`src/rtl/mem_chk_pkg.sv`:
```
// Shared definitions for the memory interface checker: error bit positions and FSM states.
package mem_chk_pkg;

  localparam int NUM_ERR     = 7;
  localparam int ERR_TIMEOUT = 0;
  localparam int ERR_UNSTABLE = 1;
  localparam int ERR_DROP    = 2;
  localparam int ERR_SPURIOUS = 3;
  localparam int ERR_RANGE   = 4;
  localparam int ERR_MISMATCH = 5;
  localparam int ERR_UNINIT  = 6;

  typedef enum logic [1:0] {
    IDLE = 2'd0,
    WAIT = 2'd1,
    LATE = 2'd2
  } state_e;

endpackage

```
`src/rtl/mem_chk_shadow.sv`:
```
// Shadow copy of every completed in-range write, used to check read data on later reads.
module mem_chk_shadow #(
  parameter int IDX_W = 4,
  parameter int WIDTH = 8,
  parameter int DEPTH = 16
) (
  input  logic             clk_i,
  input  logic             rst_i,
  input  logic             wr_en,
  input  logic             rd_en,
  input  logic [IDX_W-1:0] addr,
  input  logic [WIDTH-1:0] wdata,
  input  logic [WIDTH-1:0] rdata_obs,
  output logic             mismatch,
  output logic             uninit
);

  logic [WIDTH-1:0] mem_q [DEPTH];
  logic [DEPTH-1:0] vld_q, vld_d;

  always_comb begin
    vld_d = vld_q;
    if (wr_en) vld_d[addr] = 1'b1;
  end

  // Data storage is never reset; the valid bits alone say whether an entry means anything.
  always_ff @(posedge clk_i) begin
    if (wr_en) mem_q[addr] <= wdata;
  end

  always_ff @(posedge clk_i) begin
    if (rst_i) vld_q <= '0;
    else       vld_q <= vld_d;
  end

  assign mismatch = rd_en && vld_q[addr] && (rdata_obs != mem_q[addr]);
  assign uninit   = rd_en && !vld_q[addr];

endmodule

```
`src/rtl/mem_chk_monitor.sv`:
```
// Passive protocol checker for the valid/ready memory port.
// Define MEM_CHK_SHADOW_EN to add the shadow RAM and read-data checks (MISMATCH/UNINIT).
module mem_chk_monitor
  import mem_chk_pkg::*;
#(
  parameter int ADDR_WIDTH    = 4,
  parameter int WIDTH         = 8,
  parameter int DEPTH         = 16,
  parameter int MAX_READY_LAT = 1,
  parameter int CNT_WIDTH     = 16
) (
  input  logic                  clk_i,
  input  logic                  rst_i,
  input  logic                  clr_i,
  input  logic                  wr_rd_i,
  input  logic [ADDR_WIDTH-1:0] addr_i,
  input  logic [WIDTH-1:0]      wdata_i,
  input  logic [WIDTH-1:0]      rdata_o,
  input  logic                  valid_i,
  input  logic                  ready_o,
  output logic [NUM_ERR-1:0]    err_o,
  output logic [NUM_ERR-1:0]    err_pulse_o,
  output logic [CNT_WIDTH-1:0]  err_cnt_o,
  output logic [CNT_WIDTH-1:0]  wr_cnt_o,
  output logic [CNT_WIDTH-1:0]  rd_cnt_o
);

  localparam int IDX_W = (DEPTH > 1) ? $clog2(DEPTH) : 1;

  state_e                 state_q, state_d;
  logic [7:0]             lat_cnt_q, lat_cnt_d;
  logic                   wr_q, wr_d;
  logic [ADDR_WIDTH-1:0]  addr_q, addr_d;
  logic [WIDTH-1:0]       wdata_q, wdata_d;
  logic                   unst_q, unst_d;
  logic [NUM_ERR-1:0]     err_q, err_d, err_pulse_q, err_pulse_d;
  logic [CNT_WIDTH-1:0]   err_cnt_q, err_cnt_d, wr_cnt_q, wr_cnt_d, rd_cnt_q, rd_cnt_d;
  logic [NUM_ERR-1:0]     fsm_err, det;
  logic                   hs, complete, in_range, req_diff;
  logic                   sh_mismatch, sh_uninit;

  assign hs       = valid_i && ready_o;
  assign in_range = ({1'b0, addr_i} < (ADDR_WIDTH+1)'(DEPTH));
  // wdata only matters for stability when the latched request is a write.
  assign req_diff = (wr_rd_i != wr_q) || (addr_i != addr_q) || (wr_q && (wdata_i != wdata_q));

  always_comb begin
    state_d   = state_q;
    lat_cnt_d = lat_cnt_q;
    wr_d      = wr_q;
    addr_d    = addr_q;
    wdata_d   = wdata_q;
    unst_d    = unst_q;
    complete  = 1'b0;
    fsm_err   = '0;
    case (state_q)
      IDLE: begin
        if (hs) begin
          complete = 1'b1;
        end else if (valid_i) begin
          wr_d    = wr_rd_i;
          addr_d  = addr_i;
          wdata_d = wdata_i;
          unst_d  = 1'b0;
          if (MAX_READY_LAT == 0) begin
            fsm_err[ERR_TIMEOUT] = 1'b1;
            state_d = LATE;
          end else begin
            lat_cnt_d = 8'd1;
            state_d   = WAIT;
          end
        end else if (ready_o) begin
          fsm_err[ERR_SPURIOUS] = 1'b1;
        end
      end
      WAIT: begin
        if (valid_i && req_diff && !unst_q) begin
          fsm_err[ERR_UNSTABLE] = 1'b1;
          unst_d = 1'b1;
        end
        if (hs) begin
          complete = 1'b1;
          state_d  = IDLE;
        end else if (!valid_i) begin
          fsm_err[ERR_DROP] = 1'b1;
          state_d = IDLE;
        end else if (lat_cnt_q == 8'(MAX_READY_LAT)) begin
          fsm_err[ERR_TIMEOUT] = 1'b1;
          state_d = LATE;
        end else begin
          lat_cnt_d = lat_cnt_q + 8'd1;
        end
      end
      LATE: begin
        if (hs) begin
          complete = 1'b1;
          state_d  = IDLE;
        end else if (!valid_i) begin
          state_d = IDLE;
        end
      end
      default: state_d = IDLE;
    endcase
  end

`ifdef MEM_CHK_SHADOW_EN
  mem_chk_shadow #(
    .IDX_W (IDX_W),
    .WIDTH (WIDTH),
    .DEPTH (DEPTH)
  ) u_shadow (
    .clk_i     (clk_i),
    .rst_i     (rst_i),
    .wr_en     (complete && wr_rd_i && in_range),
    .rd_en     (complete && !wr_rd_i && in_range),
    .addr      (addr_i[IDX_W-1:0]),
    .wdata     (wdata_i),
    .rdata_obs (rdata_o),
    .mismatch  (sh_mismatch),
    .uninit    (sh_uninit)
  );
`else
  logic unused_rdata;
  assign unused_rdata = ^rdata_o;
  assign sh_mismatch  = 1'b0;
  assign sh_uninit    = 1'b0;
`endif

  always_comb begin
    det               = fsm_err;
    det[ERR_RANGE]    = complete && !in_range;
    det[ERR_MISMATCH] = sh_mismatch;
    det[ERR_UNINIT]   = sh_uninit;
  end

  // Clear is applied first so anything detected in the same cycle survives it.
  always_comb begin
    err_pulse_d = det;
    err_d       = (clr_i ? '0 : err_q) | det;
    err_cnt_d   = clr_i ? '0 : err_cnt_q;
    if ((|det) && (err_cnt_d != '1)) err_cnt_d = err_cnt_d + CNT_WIDTH'(1);
    wr_cnt_d    = clr_i ? '0 : wr_cnt_q;
    if (complete && wr_rd_i) wr_cnt_d = wr_cnt_d + CNT_WIDTH'(1);
    rd_cnt_d    = clr_i ? '0 : rd_cnt_q;
    if (complete && !wr_rd_i) rd_cnt_d = rd_cnt_d + CNT_WIDTH'(1);
  end

  always_ff @(posedge clk_i) begin
    if (rst_i) begin
      state_q     <= IDLE;
      lat_cnt_q   <= '0;
      wr_q        <= 1'b0;
      addr_q      <= '0;
      wdata_q     <= '0;
      unst_q      <= 1'b0;
      err_q       <= '0;
      err_pulse_q <= '0;
      err_cnt_q   <= '0;
      wr_cnt_q    <= '0;
      rd_cnt_q    <= '0;
    end else begin
      state_q     <= state_d;
      lat_cnt_q   <= lat_cnt_d;
      wr_q        <= wr_d;
      addr_q      <= addr_d;
      wdata_q     <= wdata_d;
      unst_q      <= unst_d;
      err_q       <= err_d;
      err_pulse_q <= err_pulse_d;
      err_cnt_q   <= err_cnt_d;
      wr_cnt_q    <= wr_cnt_d;
      rd_cnt_q    <= rd_cnt_d;
    end
  end

  assign err_o       = err_q;
  assign err_pulse_o = err_pulse_q;
  assign err_cnt_o   = err_cnt_q;
  assign wr_cnt_o    = wr_cnt_q;
  assign rd_cnt_o    = rd_cnt_q;

endmodule
```
`config.mk`:
```
export PLATFORM = sky130hd
export DESIGN_NAME = mem_chk_monitor
export DESIGN_NICKNAME = d
export VERILOG_FILES = /design/src/rtl/mem_chk_pkg.sv /design/src/rtl/mem_chk_shadow.sv /design/src/rtl/mem_chk_monitor.sv
export SDC_FILE = /design/constraint.sdc
export NUM_CORES = 1
export LEC_CHECK = 0
export BUFFER_PORTS_ARGS = -buffer_cell sky130_fd_sc_hd__buf_2
export CAP_MARGIN = 20
export CORE_UTILIZATION = 58
export DETAILED_ROUTE_END_ITERATION = 10
export PLACE_DENSITY_LB_ADDON = 0.3
export REMOVE_ABC_BUFFERS = 1
export SLEW_MARGIN = 20
export SYNTH_ARGS = -nofsm -noshare
export SYNTH_HDL_FRONTEND = slang
export SYNTH_SLANG_ARGS = --single-unit
```
`constraint.sdc`:
```
create_clock -name clk_i -period 4.5 [get_ports clk_i]
set_clock_uncertainty 0.05 [all_clocks]
set_input_delay 0 -clock clk_i [delete_from_list [all_inputs] [get_ports clk_i]]
set_output_delay 0 -clock clk_i [all_outputs]
set_load 0.02 [all_outputs]
```
After elaboration in Yosys (flattened, before gate mapping). Index checks and enable logic that the tools add are counted. W data, S select, Z words.

Flip-flop bits (word level): 86. Input port bits: 26. Output and inout port bits: 62. Logic and storage cells: 90.

Add/subtract/negate cells: 4. Eq/ne operators: 15. Multiplexer cells: 38. Bitwise operators: 2. Reductions and logical operators: 19.

Operators with widths (number): $mux W16 (6); $add A16 B1 Y16 const B (3); $mux W8 (5); $ne A16 B16 Y1 const B (1); $pmux W8 S2 (1); $mux W1 (15); $mux W2 (7); $ne A2 B2 Y1 const B (6); $add A8 B1 Y8 const B (1); $eq A8 B1 Y1 const B (1); $ne A8 B8 Y1 (1); $reduce_and A4 Y1 (2); $logic_and A1 B1 Y1 (7); $mux W7 (1); $or A7 B4 Y7 (1); $pmux W2 S3 (1); $reduce_and A6 Y1 (1); $ne A4 B4 Y1 (1); $ne A4 B4 Y1 const B (1); $reduce_or A4 Y1 (1); $mux W3 (1); $ne A3 B3 Y1 const B (1); $reduce_and A3 Y1 (1); $reduce_or A3 Y1 (1); 9 further kinds (11).

Depth between registers and ports, before layout.
Depth after elaboration: 10. Gate-level depth with buffers: 11. Mapped depth without buffers: 8.

Worst setup path after synthesis. Ideal clock, no wire load.

Path type: input -> register. From: input clr_i. To: register err_cnt_q[13] (netlist: err_cnt_o[13]). Arrival time: 2.247 ns. Data required time: 4.380 ns. Setup slack: 2.133 ns. Cell stages on the path: 11. Path buffers: 3. Cells stage by stage: clkbuf_1 > buf_1 > nor2b_1 > ha_1 > and3_1 > and4_1 > clkbuf_1 > nand2_4 > nand3_2 > or4_1 > a21oi_1.

Cells in the longest elaborated chain, start to end: 4.

RTL lines: from (decl) (line mem_chk_monitor.sv:14) `input logic clr_i,`; $mux W16 (*) (line mem_chk_monitor.sv:140) `err_cnt_d = clr_i ? '0 : err_cnt_q;`; branches (longest 2 deep; another with $add A16 B1 Y16); $mux W16 (*) (line mem_chk_monitor.sv:141) `if ((|det) && (err_cnt_d != '1)) err_cnt_d = err_cnt_d + CNT_WIDTH'(1);`; to (signal assigned) (line mem_chk_monitor.sv:170) `err_cnt_q <= err_cnt_d;`; to (decl) (line mem_chk_monitor.sv:37) `logic [CNT_WIDTH-1:0] err_cnt_q, err_cnt_d, wr_cnt_q, wr_cnt_d, rd_cnt_q, rd_cnt_d;`.

Every way passes the cells marked *. A chain may end at the register's enable or synchronous reset.

Worst setup path in the final report.
From: register lat_cnt_q[0]. To: register err_cnt_q[8] (netlist: err_cnt_o[8]).

Cells in the longest elaborated chain, start to end: 8.

RTL lines: from (decl) (line mem_chk_monitor.sv:31) `logic [7:0] lat_cnt_q, lat_cnt_d;`; from (signal assigned) (line mem_chk_monitor.sv:163) `lat_cnt_q <= lat_cnt_d;`; $eq A8 B1 Y1 (line mem_chk_monitor.sv:87) `end else if (lat_cnt_q == 8'(MAX_READY_LAT)) begin`; $mux W1 (line mem_chk_monitor.sv:87); $mux W1 (line mem_chk_monitor.sv:84) `end else if (!valid_i) begin`; $mux W1 (line mem_chk_monitor.sv:81) `if (hs) begin`; $mux W3 (line mem_chk_monitor.sv:56) `case (state_q)`; $reduce_or A4 Y1 (line mem_chk_monitor.sv:141); $logic_and A1 B1 Y1 (line mem_chk_monitor.sv:141); $mux W16 (line mem_chk_monitor.sv:141).

Every way passes these cells.

==> impl_metrics.toml <==
[outcome]
status = "complete, but fails checks"
violations = "DRC"

[synthesis]
synth-seq-cells = 80
syn_area_per_cell_um2 = 8.18
yosysWarnings = 0
synth_edf_count = 0
synth_area_leaders = "dfxtp_1, xnor2_1, nand2_1"
yosysTopAreaCell = "dfxtp_1"
syn_area_mm2 = 0.00390
ys.flop_type = "dfxtp_1"
yosysSeqAreaShare_pct = 41.1
synth_cell_types = 50
synth_top_area_share_pct = 41.1
async_reset_ff_share_pct = 0
syn_inst = 477

[global_routing]
grt_use_total_pct = 26.2
grt_pass1_wl_um = 14900
grt.overflow.total = 0
antenna_found_initial = 0
grt_pass1_vias = 3352
grt_max_degree = 63

[routing]
drc = 16
ant_nets = 0
drtPass1Iterations = 8
wl_per_cell_um = 14.1
wl_um = 8980
drt_iter0_drc = 214
viasPerCell = 5.65
vias = 3606

[floorplan]
die_area_mm2 = 0.00706
core_area_mm2 = 0.00642
start_util_pct = 60.7
die_x_um = 84
die_h_um = 84
row_count = 29
top_level_ports = 88

[sta]
relSlewSlack_pct = 55.9
setup_viol = 0
rsz0062_at_grt = "no"
hold_viol = 0
fmax_mhz = 384
drv_slew = 0
min_period_ns = 2.61
period_share_pct = 57.9
fin_tns_setup_ns = 0
whs_ns = 0.0315
finalWorstSetupSlack_ns = 1.89
tightest_slew_ns = 0.662

[hold_path]
hold_depth = 3
min_to = "err_pulse_o[3]"
hp-start = "ready_o"
min_path_type = "in2reg"

[clocking]
path_clk_slew_ns = 0.08
cts_tree = "done"
htreeDepth = 3
cts_buffer_depth = 2
cts_setup_buffers = 0
worstSkewPairLatency_ns = 0.35
cts_resized = 0
cts-root-buf = "clkbuf_8"
numCtsBuffers = 9
clkSinkCount = 80

[finish]
nFillCells = 516
fin_cells = 638
drive_gt1_share_pct = 18.4
layout_common_cells = "dfxtp_1, buf_2, nand2_1"
antenna_cells = 0
area_delta_synth_final_pct = 19.0
layout_commonest_cell = "dfxtp_1"
nNetsFinal = 588
fin_area_mm2 = 0.00464

[pwr]
irDropWorstVdd_mv = 0.196
power_leakage_nw = 1.89
p_per_area_mw_per_mm2 = 307

[worst_setup_path]
r2r_cells = 8
critPathKind = "reg2reg"
reg2reg_from = "lat_cnt_q[0]"
critPathLaunchType = "register"
cp-end-kind = "register"
required_ns = 4.69
cpPeakStageDelay_ns = 0.40
cp_max_fo = 24
critPathArrivalTime_ns = 2.79
crit_slowest_cell = "dfxtp_1"
timing.rr.end = "err_cnt_o[8]"
r2r_slack_ns = 1.89
crit_path_cell_trace = "ha_1 -> nor4b_4 -> nand3b_1 -> a211oi_1 -> nor3_2 -> buf_4 -> nor4_1 -> mux2_2"

[placed_design]
pre_cts_slack_ns = 1.95
place_congestion = 0.834
dpl-instance-area_mm2 = 0.00428
place_inst = 609
port_buffers = 73
hpwl_um = 5920

[job]
maxCapViolCount = 0
synth_stat cells (all sizes together), types with 2 or more instances:
library cell and number:
or3 9, a21o 3, a31o 2, ha 5, nand2b 3, nand3 10, a21oi 39, inv 18
nor4b 2, o31ai 6, buf 11, nor3 20, xnor2 29, nor4 13, nor2 50, a211oi 4
nand2 60, xor2 14, o21ai 10, nand3b 6, and2 7, and3 6, o2111ai 2, or4 7
nand4 14, clkbuf 15, nor2b 15, dfxtp 80, and4 2, mux2 2
kinds of logic (layout without fill, tap and decap cells):
group                      after synthesis  after routing  share of synthesized area (%)
xor gates and xnor gates                43             43                           9.66
buffers and inverters                   44            123                           5.04
AOI/OAI and AO/OA                       70             70                           10.8
DFF                                     80             80                           41.1
other                                    1              6                         0.0962
muxes                                    3              3                          0.834
and+or+nand+nor                        231            231                           30.9
adders and majority gates                5              5                           1.60
worst max-delay path by stage:
stage / start / end / cells after the start
2_1_floorplan: state_q[1] / err_cnt_o[8] / 6
3_3_place_gp: state_q[1] / err_cnt_o[8] / 7
6_report: lat_cnt_q[0] / err_cnt_o[8] / 8
4_1_cts: lat_cnt_q[0] / err_cnt_o[8] / 8
3_5_place_dp: state_q[1] / err_cnt_o[8] / 7
5_1_grt: lat_cnt_q[0] / err_cnt_o[8] / 8
power breakdown:
| group | switching (W) | internal (W) |
|---|---|---|
| clock network | 0.000245 | 0.000339 |
| logic | 0.0000727 | 0.0000404 |
| registers | 0.00000808 | 0.000718 |
| total | 0.000325 | 0.00110 |
layer usage:
| metal | routed length (µm) | global-route usage (%) | up-vias |
|---|---|---|---|
| li1 | - | - | 1800 |
| met1 | 3930 | 30.5 | 1691 |
| met2 | 4500 | 45.9 | 93 |
| met3 | 347 | 5.54 | 22 |
| met4 | 210 | 11.8 | 0 |
| met5 | 0 | 0 | - |
per-stage QoR:
step | total power, W | util (%)
2_1_floorplan | 0.000799 | -
3_3_place_gp | 0.000840 | 66.6
3_5_place_dp | 0.000843 | 66.6
4_1_cts | 0.00143 | 72.2
5_1_grt | 0.00148 | 72.2
6_report | 0.00142 | 72.2
final cells by class:
class / count / area (µm²) / share of cell area [%]
Clock inverter: 3 / 65.1 / 1.40
Multi-Input combinational cell: 358 / 2130 / 45.8
Timing Repair Buffer: 90 / 528 / 11.4
Tap cell: 77 / 96.3 / 2.08
Sequential cell: 80 / 1600 / 34.5
Clock buffer: 12 / 155 / 3.34
Inverter: 18 / 67.6 / 1.46
worst max-delay path: cells and delay by family (launching register included):
family	cells	cell delay [ns]
compound gates	1	0.39
simple gates	4	0.86
mux	1	0.37
fa+ha+maj	1	0.20
flops	1	0.40
buf+inv	1	0.22
state kept, by name, summed over array words and instances, names as in the netlist:
signal	flops
wr_cnt_o	16
wr_q	1
unst_q	1
rd_cnt_o	16
err_cnt_o	16
state_q	2
lat_cnt_q	8
addr_q	4
err_o	4
err_pulse_o	4
wdata_q	8
repair_timing:
action                     CTS  global route
hold endpoints to repair    16             0
hold buffers                14             0
setup endpoints to repair    0             0
(Power assumes the default switching activity.)
